$ cat config.mk
export PLATFORM = sky130hd
export DESIGN_NAME = multi_player_win_screen
export DESIGN_NICKNAME = d
export VERILOG_FILES = /design/src/rtl/multi_player_win_screen_pkg.sv /design/src/rtl/multi_player_win_screen_max_scan.sv /design/src/rtl/multi_player_win_screen.sv
export SDC_FILE = /design/constraint.sdc
export NUM_CORES = 1
export LEC_CHECK = 0
export ABC_AREA = 1
export CAP_MARGIN = 20
export CORE_MARGIN = 10
export CORE_UTILIZATION = 46
export DETAILED_ROUTE_END_ITERATION = 6
export DONT_BUFFER_PORTS = 1
export SETUP_SLACK_MARGIN = 0.3
export SYNTH_ARGS = -nofsm -noshare
export SYNTH_HDL_FRONTEND = slang
export SYNTH_SLANG_ARGS = --single-unit
$ cat constraint.sdc
create_clock -name clk -period 2.3 [get_ports clk]
set_clock_uncertainty 0.05 [all_clocks]
set_input_delay 0.23 -clock clk [delete_from_list [all_inputs] [get_ports clk]]
set_output_delay 0.23 -clock clk [all_outputs]
set_load 0.01 [all_outputs]
$ cat src/rtl/multi_player_win_screen_pkg.sv
// -----------------------------------------------------------------------------
// multi_player_win_screen_pkg
// Shared types and constants for the end-of-game winner screen.
//   state_t  : sequencer states (IDLE, EVAL, SHOW, DONE)
//   lives_t  : one player's lives counter at the default width
//   DEFAULT_HOLD_FRAMES : frames the result screen stays up (game timing)
// -----------------------------------------------------------------------------
package multi_player_win_screen_pkg;

   // Game-timing constants
   localparam int DEFAULT_LIVES_W     = 4;
   localparam int DEFAULT_HOLD_FRAMES = 180;   // 3 s at 60 Hz

   typedef logic [DEFAULT_LIVES_W-1:0] lives_t;

   typedef enum logic [1:0] {
      IDLE = 2'd0,
      EVAL = 2'd1,
      SHOW = 2'd2,
      DONE = 2'd3
   } state_t;

endpackage

$ cat src/rtl/multi_player_win_screen_max_scan.sv
// -----------------------------------------------------------------------------
// multi_player_win_screen_max_scan
// Sequential argmax over a snapshot of per-player lives, one player per cycle.
// Ports:
//   clk, resetN : clock, asynchronous active-low reset
//   start       : one-cycle pulse; clears the scan, first player is examined
//                 on the following cycle
//   lives       : packed snapshot, player i at [i*LIVES_W +: LIVES_W]
//   mask        : active players (bit i = 1 takes part)
//   done        : one-cycle pulse after the last player has been examined
//   max_idx     : latched winner index (held until the next scan completes)
//   tie         : latched tie flag (held until the next scan completes)
// -----------------------------------------------------------------------------
module multi_player_win_screen_max_scan
#(
   parameter int NUM_PLAYERS = 4,
   parameter int LIVES_W     = 4
) (
   input  logic                             clk,
   input  logic                             resetN,
   input  logic                             start,
   input  logic [NUM_PLAYERS*LIVES_W-1:0]   lives,
   input  logic [NUM_PLAYERS-1:0]           mask,
   output logic                             done,
   output logic [$clog2(NUM_PLAYERS)-1:0]   max_idx,
   output logic                             tie
);

   localparam int IDX_W = $clog2(NUM_PLAYERS);

   logic               running;
   logic [IDX_W-1:0]   idx;
   logic [LIVES_W-1:0] max_val;
   logic [IDX_W-1:0]   cand_idx;
   logic [1:0]         max_cnt;     // holders of max_val, saturating at 2
   logic [IDX_W-1:0]   first_idx;   // first active player seen
   logic [1:0]         act_cnt;     // active players seen, saturating at 2

   logic [LIVES_W-1:0] cur;
   logic               act;
   logic               last;
   logic [LIVES_W-1:0] nxt_max_val;
   logic [IDX_W-1:0]   nxt_cand_idx;
   logic [1:0]         nxt_max_cnt;
   logic [IDX_W-1:0]   nxt_first_idx;
   logic [1:0]         nxt_act_cnt;
   logic [IDX_W-1:0]   res_idx;
   logic               res_tie;

   // One scan step for the current player, plus the result it would give
   // if this is the last player.
   always_comb begin
      // NOTE: every signal gets a default first so no path leaves it
      // unassigned; otherwise synthesis infers a latch.
      cur           = lives[idx*LIVES_W +: LIVES_W];
      act           = mask[idx];
      last          = (idx == IDX_W'(NUM_PLAYERS-1));
      nxt_max_val   = max_val;
      nxt_cand_idx  = cand_idx;
      nxt_max_cnt   = max_cnt;
      nxt_first_idx = first_idx;
      nxt_act_cnt   = act_cnt;

      if (act) begin
         if (act_cnt == 2'd0) nxt_first_idx = idx;
         if (act_cnt != 2'd2) nxt_act_cnt   = act_cnt + 2'd1;

         if (cur > max_val) begin
            nxt_max_val  = cur;
            nxt_cand_idx = idx;
            nxt_max_cnt  = 2'd1;
         end else if (cur == max_val && max_cnt != 2'd0 && max_cnt != 2'd2) begin
            nxt_max_cnt  = max_cnt + 2'd1;
         end
      end

      // max_cnt stays 0 only when no active player has lives above 0: a
      // lone active player still wins, otherwise it is a tie at index 0.
      if (nxt_max_cnt == 2'd0) begin
         res_tie = (nxt_act_cnt != 2'd1);
         res_idx = (nxt_act_cnt == 2'd1) ? nxt_first_idx : '0;
      end else begin
         res_tie = (nxt_max_cnt != 2'd1);
         res_idx = nxt_cand_idx;
      end
   end

   // NOTE: state is updated with non-blocking assignments so every register
   // samples the pre-edge values, independent of block ordering.
   always_ff @(posedge clk or negedge resetN) begin
      if (!resetN) begin
         running   <= 1'b0;
         idx       <= '0;
         max_val   <= '0;
         cand_idx  <= '0;
         max_cnt   <= '0;
         first_idx <= '0;
         act_cnt   <= '0;
         done      <= 1'b0;
         max_idx   <= '0;
         tie       <= 1'b0;
      end else if (start) begin
         running   <= 1'b1;
         idx       <= '0;
         max_val   <= '0;
         cand_idx  <= '0;
         max_cnt   <= '0;
         first_idx <= '0;
         act_cnt   <= '0;
         done      <= 1'b0;
      end else if (running) begin
         max_val   <= nxt_max_val;
         cand_idx  <= nxt_cand_idx;
         max_cnt   <= nxt_max_cnt;
         first_idx <= nxt_first_idx;
         act_cnt   <= nxt_act_cnt;
         if (last) begin
            running <= 1'b0;
            done    <= 1'b1;
            max_idx <= res_idx;
            tie     <= res_tie;
         end else begin
            idx     <= idx + 1'b1;
         end
      end else begin
         done <= 1'b0;
      end
   end

endmodule

$ cat src/rtl/multi_player_win_screen.sv
// -----------------------------------------------------------------------------
// multi_player_win_screen
// End-of-game winner selector and result-screen sequencer for N players.
// A game_over rising edge snapshots lives/active_mask, a sequential scan
// finds the winner (or a tie), the matching screen layer is forwarded to the
// display mux for HOLD_FRAMES frames (or until skip), then return_to_menu
// pulses for one cycle.
// Ports:
//   clk, resetN     : clock, asynchronous active-low reset
//   game_over       : level; rising edge starts the sequence
//   start_of_frame  : one-cycle pulse per video frame
//   skip            : one-cycle key pulse, ends the result screen early
//   active_mask     : bit i = 1 when player i takes part
//   lives           : packed lives, player i at [i*LIVES_W +: LIVES_W]
//   DR_win, RGB_win : per-player winner-screen layers (packed)
//   DR_tie, RGB_tie : tie-screen layer
//   DR_winner, RGB_winner : registered layer to the display mux
//   winner_idx, tie : latched result
//   screen_active   : high while the result screen is shown
//   return_to_menu  : one-cycle pulse when the sequence ends
// -----------------------------------------------------------------------------
module multi_player_win_screen
   import multi_player_win_screen_pkg::*;
#(
   parameter int NUM_PLAYERS = 4,
   parameter int LIVES_W     = DEFAULT_LIVES_W,
   parameter int RGB_W       = 8,
   parameter int HOLD_FRAMES = DEFAULT_HOLD_FRAMES
) (
   input  logic                             clk,
   input  logic                             resetN,
   input  logic                             game_over,
   input  logic                             start_of_frame,
   input  logic                             skip,
   input  logic [NUM_PLAYERS-1:0]           active_mask,
   input  logic [NUM_PLAYERS*LIVES_W-1:0]   lives,
   input  logic [NUM_PLAYERS-1:0]           DR_win,
   input  logic [NUM_PLAYERS*RGB_W-1:0]     RGB_win,
   input  logic                             DR_tie,
   input  logic [RGB_W-1:0]                 RGB_tie,
   output logic                             DR_winner,
   output logic [RGB_W-1:0]                 RGB_winner,
   output logic [$clog2(NUM_PLAYERS)-1:0]   winner_idx,
   output logic                             tie,
   output logic                             screen_active,
   output logic                             return_to_menu
);

   localparam int FRAME_W = (HOLD_FRAMES > 1) ? $clog2(HOLD_FRAMES) : 1;

   state_t                         state;
   state_t                         state_next;
   logic                           game_over_d;
   logic                           go;
   logic                           scan_start;
   logic                           scan_done;
   logic [NUM_PLAYERS*LIVES_W-1:0] lives_snap;
   logic [NUM_PLAYERS-1:0]         mask_snap;
   logic [FRAME_W-1:0]             frame_cnt;
   logic                           last_frame;
   logic                           sel_dr;
   logic [RGB_W-1:0]               sel_rgb;

   // game_over_d resets to 0, so a level held high across reset release
   // still yields exactly one go.
   assign go         = game_over & ~game_over_d;
   assign scan_start = (state == IDLE) && go;
   assign last_frame = start_of_frame && (frame_cnt == FRAME_W'(HOLD_FRAMES-1));

   always_ff @(posedge clk or negedge resetN) begin
      if (!resetN) game_over_d <= 1'b0;
      else         game_over_d <= game_over;
   end

   // Snapshot: later changes on lives/active_mask cannot affect the result.
   always_ff @(posedge clk or negedge resetN) begin
      if (!resetN) begin
         lives_snap <= '0;
         mask_snap  <= '0;
      end else if (scan_start) begin
         lives_snap <= lives;
         mask_snap  <= active_mask;
      end
   end

   multi_player_win_screen_max_scan #(
      .NUM_PLAYERS (NUM_PLAYERS),
      .LIVES_W     (LIVES_W)
   ) u_max_scan (
      .clk     (clk),
      .resetN  (resetN),
      .start   (scan_start),
      .lives   (lives_snap),
      .mask    (mask_snap),
      .done    (scan_done),
      .max_idx (winner_idx),
      .tie     (tie)
   );

   // ---- FSM: state register ----
   always_ff @(posedge clk or negedge resetN) begin
      if (!resetN) state <= IDLE;
      else         state <= state_next;
   end

   // ---- FSM: next state ----
   always_comb begin
      state_next = state;
      case (state)
         IDLE:    if (go)                  state_next = EVAL;
         EVAL:    if (scan_done)           state_next = SHOW;
         SHOW:    if (skip || last_frame)  state_next = DONE;
         DONE:                             state_next = IDLE;
         default:                          state_next = IDLE;
      endcase
   end

   // ---- FSM: outputs ----
   always_comb begin
      screen_active  = (state == SHOW);
      return_to_menu = (state == DONE);
   end

   // Frames shown so far; held at 0 outside SHOW.
   always_ff @(posedge clk or negedge resetN) begin
      if (!resetN)                frame_cnt <= '0;
      else if (state != SHOW)     frame_cnt <= '0;
      else if (start_of_frame)    frame_cnt <= frame_cnt + 1'b1;
   end

   always_comb begin
      sel_dr  = tie ? DR_tie  : DR_win[winner_idx];
      sel_rgb = tie ? RGB_tie : RGB_win[winner_idx*RGB_W +: RGB_W];
   end

   // Gated on state_next so the pixel register is already blank during DONE
   // and starts tracking on the first SHOW cycle.
   always_ff @(posedge clk or negedge resetN) begin
      if (!resetN) begin
         DR_winner  <= 1'b0;
         RGB_winner <= '0;
      end else if (state_next == SHOW) begin
         DR_winner  <= sel_dr;
         RGB_winner <= sel_rgb;
      end else begin
         DR_winner  <= 1'b0;
         RGB_winner <= '0;
      end
   end

endmodule

Word-level counts from Yosys, hierarchy flattened. Index checks and enable logic that the tools add are counted.

Output and inout port bits: 14. Register bits: 59.

Bitwise operators: 3. Add/subtract/negate cells: 4. $lt $le $gt $ge: 3. Eq/ne operators: 15. Shifts and indexed selects: 2. Multiplexer cells: 47. Reductions and logical operators: 16.

Operator list (count): $mux W2 (25); $mux W8 (4); $shiftx A32 B6 Y8 (1); $mux W4 (4); $shiftx A16 B5 Y4 (1); $mux W1 (11); $reduce_bool A2 Y1 (5); $add A8 B1 Y8 const B (1); $eq A2 B2 Y1 const B (4); $eq A8 B8 Y1 const B (1); $ne A2 B2 Y1 const B (4); $pmux W2 S4 (1); $add A2 B1 Y2 const B (3); $logic_not A2 Y1 (3); $lt A2 B3 Y1 const B (2); $reduce_and A3 Y1 (2); $bmux W1 S2 (2); $eq A2 B1 Y1 const B (2); $eq A4 B4 Y1 (1); $gt A4 B4 Y1 (1); $logic_and A1 B1 Y1 (4); $ne A2 B1 Y1 const B (2); $ne A3 B3 Y1 const B (1); $not A1 Y1 (2); 3 further kinds (3).

Logic depth before layout (Yosys ltp). Gate-level depths: netlist (run 1).

Word-level depth: 9. Depth in mapped cells: 17. Gate-level depth less buffers: 16.

Hierarchy. From an unflattened synthesis (run 1), not the netlist that was laid out.

Cells, all modules: 438. Area total of the unflattened synthesis: 3318.2 um^2.

Modules (own cells, without submodules): multi_player_win_screen (cells an instance 259, sequential area each 1001.0 um^2, area each 1954.4 um^2, times used 1); multi_player_win_screen_max_scan (cells an instance 179, sequential area each 475.5 um^2, area each 1363.8 um^2, times used 1).

Worst setup path after synthesis (run 1). Ideal clock, no wire load.

Path type: register -> register. Start: reg u_max_scan.idx[0]. End: reg u_max_scan.max_idx[0]. Library setup time: 116 ps. Path slack: 74 ps. Arrival time: 2060 ps. Clock period less this slack: 2226 ps. Cell stages (with the launch flop): 17. Data required time: 2134 ps. Path buffers: 1. Cell sequence: dfrtp_1 inv_1 buf_2 nand2_1 a32o_1 ha_1 nand2_1 nor2_1 inv_1 nor2_1 nand3_1 nand2_2 nand2_2 nand3_1 nand2_1 nand2_1 nand2_1.

Word-level cells in the longest chain between the ends: 9.

RTL lines: start, declared (RTL line multi_player_win_screen_max_scan.sv:32) `logic [IDX_W-1:0] idx;`; start signal, assigned (RTL line multi_player_win_screen_max_scan.sv:123) `idx <= idx + 1'b1;`; $shiftx A16 B5 Y4 (RTL line multi_player_win_screen_max_scan.sv:55) `cur = lives[idx*LIVES_W +: LIVES_W];`; $eq A4 B4 Y1 (RTL line multi_player_win_screen_max_scan.sv:72) `end else if (cur == max_val && max_cnt != 2'd0 && max_cnt != 2'd2) begin`; $logic_and A1 B1 Y1 (2 in series) (RTL line multi_player_win_screen_max_scan.sv:72); $mux W2 (RTL line multi_player_win_screen_max_scan.sv:72); $mux W2 (RTL line multi_player_win_screen_max_scan.sv:68) `if (cur > max_val) begin`; $mux W2 (RTL line multi_player_win_screen_max_scan.sv:64) `if (act) begin`; $logic_not A2 Y1 (RTL line multi_player_win_screen_max_scan.sv:79) `if (nxt_max_cnt == 2'd0) begin`; $mux W2 (RTL line multi_player_win_screen_max_scan.sv:79); end signal, assigned (RTL line multi_player_win_screen_max_scan.sv:120) `max_idx <= res_idx;`; end, declared (RTL line multi_player_win_screen_max_scan.sv:25) `output logic [$clog2(NUM_PLAYERS)-1:0] max_idx,`.

Several ways; a longest one is shown, not always the timed one. The select of a mux whose other input is x is not followed. A chain may end at the register's enable or synchronous reset.

Worst setup path in the final report (run 1).
Start: reg u_max_scan.idx[0]. End: reg u_max_scan.max_cnt[0].

Word-level cells in the longest chain between the ends: 9.

RTL lines: $shiftx A16 B5 Y4 (RTL line multi_player_win_screen_max_scan.sv:55); $eq A4 B4 Y1 (RTL line multi_player_win_screen_max_scan.sv:72); $logic_and A1 B1 Y1 (2 in series) (RTL line multi_player_win_screen_max_scan.sv:72); $mux W2 (RTL line multi_player_win_screen_max_scan.sv:72); $mux W2 (RTL line multi_player_win_screen_max_scan.sv:68); $mux W2 (*) (RTL line multi_player_win_screen_max_scan.sv:64); $mux W2 (*) (RTL line multi_player_win_screen_max_scan.sv:111) `end else if (running) begin`; $mux W2 (*) (RTL line multi_player_win_screen_max_scan.sv:102) `end else if (start) begin`; end signal, assigned (RTL line multi_player_win_screen_max_scan.sv:114) `max_cnt <= nxt_max_cnt;`; end, declared (RTL line multi_player_win_screen_max_scan.sv:35) `logic [1:0] max_cnt;`.

Every way passes the cells marked *; elsewhere a longest branch is shown, timed or not. The select of a mux whose other input is x is not followed.

==> results of run 1 <==
==> placed cells by master, fill, tap and decap left out, types with 2 or more instances in the layout <==
cell,netlist,final
nand2_1,147,146
dfrtp_1,59,58
nor2_1,37,36
o21ai_0,34,30
inv_1,29,27
dlygate4sd3_1,0,23
a21oi_1,15,15
nand2_2,11,12
buf_4,0,12
clkbuf_8,0,11
nand3_1,13,10
ha_1,10,10
a32o_1,9,9
o21ai_1,5,5
o22ai_1,7,5
inv_2,2,4
o21ai_2,0,4
nor3_1,3,3
nand3_2,0,3
o22ai_2,0,2
nand4_1,2,2
nor2_4,1,2
clkbuf_1,4,2
==> routing by layer <==
metal	vias to the layer above	wire length (um)	part of all wire, %	GRT usage (%)
li1	1417	-	-	-
met1	1270	3220	41	17.0
met2	75	3920	49	26.1
met3	9	695	8.8	5.91
met4	0	107	1.3	5.13
met5	-	0	0	0
==> worst max-delay path, delay by kind of cell (launching register included) <==
kind	cells	cell delay (ns)
flops	1	0.43
compound gates	3	0.28
fa+ha+maj	1	0.30
simple gates	7	0.67
buf+inv	3	0.35
==> what timing repair did <==
action,in CTS,in global routing
pin swaps,6,9
gates resized for setup,7,13
endpoints found under the setup margin,11,11
hold buffers,24,0
setup buffers,3,2
hold endpoints to repair,82,0
gates cloned,0,0
==> layout make-up <==
class | instances | area (um2) | share of cell area [%]
clock buffer | 13 | 159 | 4.15
tap | 80 | 100 | 2.62
multi-input combinational | 307 | 1570 | 41.0
timing repair buffer | 37 | 359 | 9.39
sequential | 59 | 1480 | 38.6
clock inverter | 2 | 35.0 | 0.916
inverter | 33 | 126 | 3.30
==> metrics by stage <==
step | util, % | hold WS [ns] | setup TNS (ns) | setup slack (ns)
3_5_place_dp | 48.5 | -0.114 | 0 | 0.0651
4_1_cts | 55.8 | 0.00293 | 0 | 0.135
2_1_floorplan | - | -0.116 | 0 | 0.219
3_3_place_gp | 48.5 | -0.114 | 0 | 0.116
5_1_grt | 56.6 | 0.00493 | -0.180 | -0.0593
6_report | 56.6 | 0.0193 | 0 | 0.0968
==> how the worst min path moves through the flow <==
stage,from,end,cells after the start
after global placement,resetN,frame_cnt[4],0
after CTS,start_of_frame,frame_cnt[2],2
final,start_of_frame,frame_cnt[2],2
after detailed placement,resetN,frame_cnt[4],0
after floorplan,resetN,DR_winner,0
after global routing,start_of_frame,frame_cnt[2],2
==> state kept, by name, summed over array words and instances (netlist names) <==
name and count:
u_max_scan.act_cnt 2, u_max_scan.cand_idx 2, frame_cnt 8, RGB_winner 8, game_over_d 1, u_max_scan.done 1
u_max_scan.first_idx 2, state 2, mask_snap 4, u_max_scan.max_cnt 2, u_max_scan.running 1, u_max_scan.idx 2
DR_winner 1, lives_snap 16, u_max_scan.max_idx 2, u_max_scan.tie 1, u_max_scan.max_val 4
==> cell usage after synthesis (all sizes together) <==
library cell	instances	area, um2
and3	1	6.26
or2	1	6.26
ha	10	125
nor3	3	15.0
buf	9	56.3
a21oi	15	75.1
mux2i	1	10.0
o211ai	1	12.5
a22oi	1	12.5
o21bai	1	7.51
a32o	9	90.1
nand2	159	632
nand4	2	12.5
o21ai	39	195
inv	31	116
nor2	39	156
nand3	14	82.6
o32ai	1	8.76
clkinv	2	7.51
o21ba	1	10.0
clkbuf	4	15.0
dfrtp	59	1480
nor4	1	6.26
o22ai	7	43.8
nand3b	1	7.51
==> power by group through the flow <==
stage	Sequential (W)	Combinational [W]	Clock [W]
finish	0.00173	0.00246	0.000933
global route	0.00178	0.00283	0.00102
CTS	0.00173	0.00235	0.000963
detailed placement	0.00174	0.00217	0
global placement	0.00174	0.00211	0
floorplan	0.00163	0.00178	0
==> logic make-up (layout without fill, tap and decap cells) <==
| group | after synthesis | in the layout | share of synthesized area (%) |
|---|---|---|---|
| simple gates | 221 | 221 | 29.0 |
| compound gates | 75 | 75 | 14.3 |
| flops | 59 | 59 | 46.3 |
| buf+inv | 46 | 85 | 6.12 |
| fa+ha+maj | 10 | 10 | 3.93 |
| mux | 1 | 1 | 0.314 |
==> results.txt, run 1 <==
Pint: 0.00295 W
final worst path period share: 95.8%
Fin. Hold Viols: 0
Yosys cell types: 34
Vias: 2771
CP Cell Sequence: buf_6, o21ai_2, o22ai_2, ha_1, nand2_1, nor2_1, inv_2, nor2_4, nand2_2, nand2_2, nand2_2, nor2_4, buf_4, o22ai_1
starting density of the core: 47.2%
placed cell areas: 3280 um2
DR iter-0 viols: 86
Arrival @ worst endpoint: 2.37 ns
Final min period: 2.20 ns
crit end category: flop
Logic pwr share: 48.0%
CP max stage cell: dfrtp_2
worst rel slew slack: 56.2%
Net Switching: 0.00218 W
worst-skew pair later-pin latency: 0.34 ns
ratio of cells with drive above 1 in the final layout: 13.7%
final wirelength: 7.93 mm
I/O pin cnt: 84
initial antenna violation count: 0
DR WL/cell: 14.9 um
Peak VDD IR: 0.000974 V
CTS clk-pin slew, worst paths: 0.07 ns
FP Rows: 30
CTS buffer count: 9
crit path capture: u_max_scan.max_cnt[0]
largest net degree at the start of global routing: 60
Net Count, Synth: 492
R2R Path End: u_max_scan.max_cnt[0]
GPL Wtd Cong: 0.869
vias per inst: 5.22
r2r setup slk: 0.1 ns
Net Sw Frac: 42.5%
CTS Sinks: 59
Hold/Removal Path Class: in2reg
Sequential Power Share: 33.8%
DRC errors left: 0
CTS tree: yes
first-pass GRT wire length: 12.8 mm
Syn. warnings: 0
Layout Cells excl Fill: 531
r2r worst-path depth: 14
Final Max Tran Viols: 0
setup violators final: 0
MaxCap Viol Count: 0
Inst Count DP: 487
Nets: 527
CP Launch Point: u_max_scan.idx[0]
Max Fanout on Critical Path: 7
Post-Synthesis Cells: 412
clock root buffer: clkbuf_8
Pwr Density: 1340 nW/um2
ANT nets after route: 0
WP data required: 2.47 ns
detailed-placement wirelength estimate: 5.74 mm
post-synthesis cell area: 3190 um2
Max stage delay on crit path: 0.43 ns
clock tree buffer depth: 2
RSZ-0062 raised after global routing: yes
status: finished, final reports clean
average size of a mapped cell: 7.73 um2
FMAX: 454 MHz
Startpoint Class: flop
port bufs: 0
Tot GR Track Use: 15.3%
most used cell along the critical path: nand2_2
vias in the first global route: 2757
total power: 0.00513 W
register area share after synthesis: 46.3%
Clock power frac: 18.2%
Core Area: 6760 um2
Finished Cell Area: 3820 um2
worst slew pin tran: 0.658 ns
htree depth: 3
Yosys reg bits: 59
R2R Path Start: u_max_scan.idx[0]
Setup CP Type: reg2reg
Lkg Pwr: 1.88 nW
fill cell total of the finished layout: 656
chip height: 103 um
Die Area: 10700 um2
drt pass-1 iters: 4
Antenna diodes: 0
Syn-to-layout area delta: 20.0%
GRT overflow: 0
die width: 103 um
Note: power is estimated with default switching activity, not from simulation.
==> run 2: changes to the inputs <==
--- a/config.mk
+++ b/config.mk
@@ -11,6 +11,7 @@
 export CORE_UTILIZATION = 46
 export DETAILED_ROUTE_END_ITERATION = 6
 export DONT_BUFFER_PORTS = 1
+export REMOVE_ABC_BUFFERS = 1
 export SETUP_SLACK_MARGIN = 0.3
 export SYNTH_ARGS = -nofsm -noshare
 export SYNTH_HDL_FRONTEND = slang
==> run 2 against run 1 <==
Against the previous run:
- combinational power up 10%
- worst setup slack worse by 0.027 ns
- non-clock buffer count down 2
- clock power up 39%
- first-iteration DRC count up 38%
- fmax down 1.2%
==> results.txt, run 2 (synthesis gave the netlist of run 1 again) <==
I/O pin cnt: 84
initial antenna violation count: 0
DR iter-0 viols: 119
Die Area: 10700 um2
met3 usage in global routing: 4.32%
Startpoint Class: flop
die width: 103 um
Antenna diodes: 0
Post-Place Worst Slack: -0.0540 ns
first-pass GRT wire length: 12.9 mm
Peak VDD IR: 0.000692 V
number of flip-flops under the largest register name: 16
MaxCap Viol Count: 0
FP Rows: 30
total power: 0.00576 W
R2R Path End: u_max_scan.max_idx[0]
met1 Use GR: 19.2%
Syn-to-layout area delta: 25.5%
R2R Path Start: u_max_scan.idx[0]
worst rel slew slack: 56.7%
worst slew pin tran: 0.649 ns
CTS Sinks: 59
r2r worst-path depth: 15
RSZ-0062 raised after global routing: yes
Core Area: 6760 um2
most common cell after layout, fill and taps aside: nand2_1
CTS tree: yes
GPL Wtd Cong: 0.876
hold path depth: 2
Lkg Pwr: 1.92 nW
GR peak layer: met2
Arrival @ worst endpoint: 2.41 ns
clock tree buffer depth: 2
CTS clk-pin slew, worst paths: 0.07 ns
vias per inst: 5.27
most frequent cells in the layout: 141 x nand2_1, 57 x dfrtp_1, 33 x nor2_1
Vias: 2801
vias in the first global route: 2774
Pwr Density: 1440 nW/um2
placed cell areas: 3270 um2
met2 GRT Util: 23.5%
WP data required: 2.48 ns
ratio of cells with drive above 1 in the final layout: 17.7%
Setup TNS: 0 ns
drt pass-1 iters: 4
htree depth: 3
Nets: 527
Sequential Power Share: 30.4%
CTS buffer count: 9
hold slack: 0.0183 ns
Setup CP Type: reg2reg
Net Switching: 0.00239 W
Reg with most FFs: lives_snap
Fin. Hold Viols: 0
worst hold endpoint: frame_cnt[2]
setup violators final: 0
largest net degree at the start of global routing: 60
Logic pwr share: 47.1%
final worst path period share: 97.0%
worst-skew pair later-pin latency: 0.34 ns
fill cell total of the finished layout: 610
Max Fanout on Critical Path: 8
starting density of the core: 47.2%
DR WL/cell: 15.0 um
Tot GR Track Use: 15.2%
status: finished, final reports clean
r2r setup slk: 0.07 ns
GRT overflow: 0
crit end category: flop
Pint: 0.00337 W
final wirelength: 7.97 mm
port bufs: 0
chip height: 103 um
Hold/Removal Path Class: in2reg
Clock power frac: 22.5%
Final Max Tran Viols: 0
FMAX: 448 MHz
ANT nets after route: 0
Net Sw Frac: 41.5%
Finished Cell Area: 4000 um2
detailed-placement wirelength estimate: 5.44 mm
biggest regs: lives_snap x16, RGB_winner x8, frame_cnt x8
Final min period: 2.23 ns
Final WS setup: 0.0701 ns
clock root buffer: clkbuf_8
worst hold start: start_of_frame
DRC errors left: 0
-- run 2: cell types whose count changed in the layout (fill, tap and decap cells not counted), moves of 2 or more --
cell       change
nor2_2         +2
ha_1           -3
buf_4          -2
o21ai_1        -2
nand2_2        +4
o21ai_2        +2
ha_4           +3
nand2_1        -5
bufinv_16      +3
nor2_1         -3
-- run 2: per-layer routing --
layer / part of all wire, % / wire (um) / vias to the layer above
met3: 7.3 / 580 / 16
met2: 47 / 3730 / 99
li1: - / - / 1418
met5: 0 / 0 / -
met1: 44 / 3490 / 1268
met4: 2.1 / 167 / 0
-- run 2: area by class of cell --
cell class / count / area, um2 / area share, %
multi-input cells: 308 / 1670 / 41.7
flip-flops and latches: 59 / 1480 / 37.0
repair buffers: 35 / 344 / 8.60
clock buffers: 12 / 155 / 3.88
inverters: 33 / 126 / 3.16
clock inverters: 4 / 120 / 3.00
well taps: 80 / 100 / 2.50
repair inverters: 1 / 7.51 / 0.188
-- run 2: how the worst max path moves through the flow --
stage	start	end	slack [ns]	depth (start not counted)
after detailed placement	u_max_scan.idx[0]	u_max_scan.max_idx[0]	-0.05	15
final	u_max_scan.idx[0]	u_max_scan.max_idx[0]	0.07	15
after floorplan	u_max_scan.idx[0]	u_max_scan.max_idx[0]	-0.01	15
after CTS	u_max_scan.idx[0]	u_max_scan.max_idx[0]	0.06	15
after global routing	u_max_scan.idx[0]	u_max_scan.max_idx[0]	-0.07	15
after global placement	u_max_scan.idx[0]	u_max_scan.max_idx[1]	0.07	15
-- run 2: critical path: stages, from the launching register on --
cell	delay, ns
dfrtp_2	0.43
buf_6	0.16
a21oi_1	0.07
a32o_2	0.26
ha_4	0.27
nand2_2	0.06
nor2_4	0.08
inv_2	0.06
nor2_4	0.12
nand2_2	0.09
nand2_2	0.09
nand3_2	0.09
o21ai_2	0.12
nand2_1	0.06
nand2_1	0.06
nand2_1	0.04
-- run 2: timing repair --
action                     in CTS  in global routing
setup endpoints to repair      10                 11
hold endpoints to repair       82                  0
pin swaps                       9                 12
gates resized for setup         7                 36
setup buffers                   4                  0
hold buffers                   24                  0
cloned                          0                  2
-- run 2: power by group through the flow --
stage	sequential, W	combinational, W	clock (W)
2_1_floorplan	0.00169	0.00164	0
3_3_place_gp	0.00174	0.00208	0
3_5_place_dp	0.00174	0.00214	0
4_1_cts	0.00172	0.00231	0.00133
5_1_grt	0.00180	0.00310	0.00139
6_report	0.00175	0.00271	0.00130
-- run 2: through the flow --
| step | utilization (%) | instances |
|---|---|---|
| floorplan | - | 399 |
| global placement | 48.4 | 486 |
| detailed placement | 48.4 | 486 |
| CTS | 56.8 | 530 |
| global route | 59.2 | 532 |
| finish | 59.2 | 532 |
==> run 3: changes to the inputs <==
--- a/config.mk
+++ b/config.mk
@@ -11,6 +11,7 @@
 export CORE_UTILIZATION = 46
 export DETAILED_ROUTE_END_ITERATION = 6
 export DONT_BUFFER_PORTS = 1
+export RECOVER_POWER = 100
 export REMOVE_ABC_BUFFERS = 1
 export SETUP_SLACK_MARGIN = 0.3
 export SYNTH_ARGS = -nofsm -noshare
==> run 3 against run 2 <==
Against the previous run:
- sequential power hardly changed
- combinational power hardly changed
- register-to-register slack hardly changed
- utilization is 0.43 points lower
- wire length hardly changed
- via count is 0.11% higher
- critical path type unchanged
- highest routed layer unchanged
==> results.txt, run 3 (synthesis gave the netlist of run 1 again) <==
CP max stage cell: dfrtp_2
vias in the first global route: 2774
status: finished, final reports clean
worst-skew pair later-pin latency: 0.34 ns
Startpoint Class: flop
starting density of the core: 47.2%
DR iter-0 viols: 117
Pint: 0.00336 W
biggest regs: lives_snap x16, RGB_winner x8, frame_cnt x8
WP data required: 2.48 ns
initial antenna violation count: 0
Seq. cell area: 1480 um2
Antenna diodes: 0
Final Max Tran Viols: 0
port bufs: 0
most common cell after layout, fill and taps aside: nand2_1
Arrival @ worst endpoint: 2.41 ns
RSZ-0062 raised after global routing: yes
clock root buffer: clkbuf_8
Die Area: 10700 um2
Lkg Pwr: 1.91 nW
GRT overflow: 0
most frequent cells in the layout: 141 x nand2_1, 57 x dfrtp_1, 33 x nor2_1
drt pass-1 iters: 4
Peak VDD IR: 0.000692 V
die width: 103 um
first-pass GRT wire length: 12.9 mm
I/O pin cnt: 84
CTS tree: yes
Logic pwr share: 47.0%
CTS buffer count: 9
Reg with most FFs: lives_snap
Nets: 527
ANT nets after route: 0
Fin. Hold Viols: 0
Clock power frac: 22.6%
vias per inst: 5.27
setup violators final: 0
clock tree buffer depth: 2
largest net degree at the start of global routing: 60
CTS Sinks: 59
Pwr Density: 1450 nW/um2
MaxCap Viol Count: 0
Core Area: 6760 um2
Syn-to-layout area delta: 24.6%
final wirelength: 7.97 mm
Setup CP Type: reg2reg
Sequential Power Share: 30.4%
Final min period: 2.23 ns
Tot GR Track Use: 15.2%
chip height: 103 um
CTS clk-pin slew, worst paths: 0.07 ns
worst slew pin tran: 1.41 ns
Max Fanout on Critical Path: 8
DRC errors left: 0
CP Cell Sequence: buf_6, a21oi_1, a32o_2, ha_4, nand2_2, nor2_4, inv_2, nor2_4, nand2_2, nand2_2, nand3_2, o21ai_2, nand2_1, nand2_1, nand2_1
Net Sw Frac: 41.5%
hold slack: 0.0187 ns
ratio of cells with drive above 1 in the final layout: 17.5%
Net Switching: 0.00239 W
GPL Wtd Cong: 0.876
total power: 0.00575 W
final worst path period share: 97.0%
crit end category: flop
Vias: 2804
DR WL/cell: 15.0 um
worst rel slew slack: 5.69%
number of flip-flops under the largest register name: 16
htree depth: 3
multi-input logic area: 1670 um2
fill cell total of the finished layout: 616
detailed-placement wirelength estimate: 5.44 mm
FP Rows: 30
FMAX: 448 MHz
Hold/Removal Path Class: in2reg
Max stage delay on crit path: 0.43 ns
==> run 3: changes by cell type in the layout (fill, tap and decap cells not counted) <==
| cell | change |
|---|---|
| buf_16 | -1 |
| buf_4 | -2 |
| clkbuf_2 | +2 |
| clkbuf_1 | +1 |
==> run 3: worst paths after layout <==
kind | slack (ns) | to | cells past startpoint | startpoint
worst min-delay path | 0.02 | frame_cnt[2] | 2 | start_of_frame
worst max-delay path | 0.07 | u_max_scan.max_idx[0] | 15 | u_max_scan.idx[0]
worst min register to register | 0.43 | lives_snap[6] | 2 | lives_snap[6]
max in group asynchronous | 0.53 | u_max_scan.idx[0] | 2 | resetN
worst max register to register | 0.07 | u_max_scan.max_idx[0] | 15 | u_max_scan.idx[0]
min in group asynchronous | 0.71 | frame_cnt[2] | 2 | resetN
==> run 3: final cells by class <==
type,instances,share of cell area (%)
Multi-Input combinational cell,308,42.0
Sequential cell,59,37.3
Timing Repair Buffer,35,7.94
Clock buffer,12,3.91
Inverter,33,3.18
Clock inverter,4,3.03
Tap cell,80,2.52
Timing Repair inverter,1,0.189
==> run 3: per-layer routing <==
metal	routed length (um)	vias to the layer above	global-route usage [%]
met5	0	-	0
met3	580	16	4.32
met2	3730	99	23.5
met1	3490	1269	19.2
met4	167	0	7.17
li1	-	1420	-
==> run 3: timing repair <==
item                                    CTS  global route
gates cloned                              0             2
gates resized for setup                   7            36
hold buffers                             24             0
endpoints found under the setup margin   10            11
setup buffers                             4             0
pin swaps                                 9            12
endpoints found under the hold margin    82             0
==> run 3: metrics by stage <==
stage,setup WS [ns],TNS [ns],instances,area [um2],utilization [%]
finish,0.0698,0,532,3970,58.8
global route,-0.0721,-0.145,532,3970,58.8
detailed placement,-0.0540,-0.109,486,3270,48.4
CTS,0.0641,0,530,3840,56.8
global placement,0.0676,0,486,3270,48.4
floorplan,-0.0123,-0.0243,399,3120,-
==> run 3: worst max-delay path: cells and delay by family, from the launching register on <==
family          cells  cell delay, ns
simple gates        9            0.69
compound gates      3            0.45
fa+ha+maj           1            0.27
flops               1            0.43
buf+inv             2            0.22
==> run 3: power groups by stage <==
stage / registers (W) / clock network [W] / logic, W
3_5_place_dp: 0.00174 / 0 / 0.00214
6_report: 0.00175 / 0.00130 / 0.00270
2_1_floorplan: 0.00169 / 0 / 0.00164
5_1_grt: 0.00180 / 0.00139 / 0.00309
4_1_cts: 0.00172 / 0.00133 / 0.00231
3_3_place_gp: 0.00174 / 0 / 0.00208
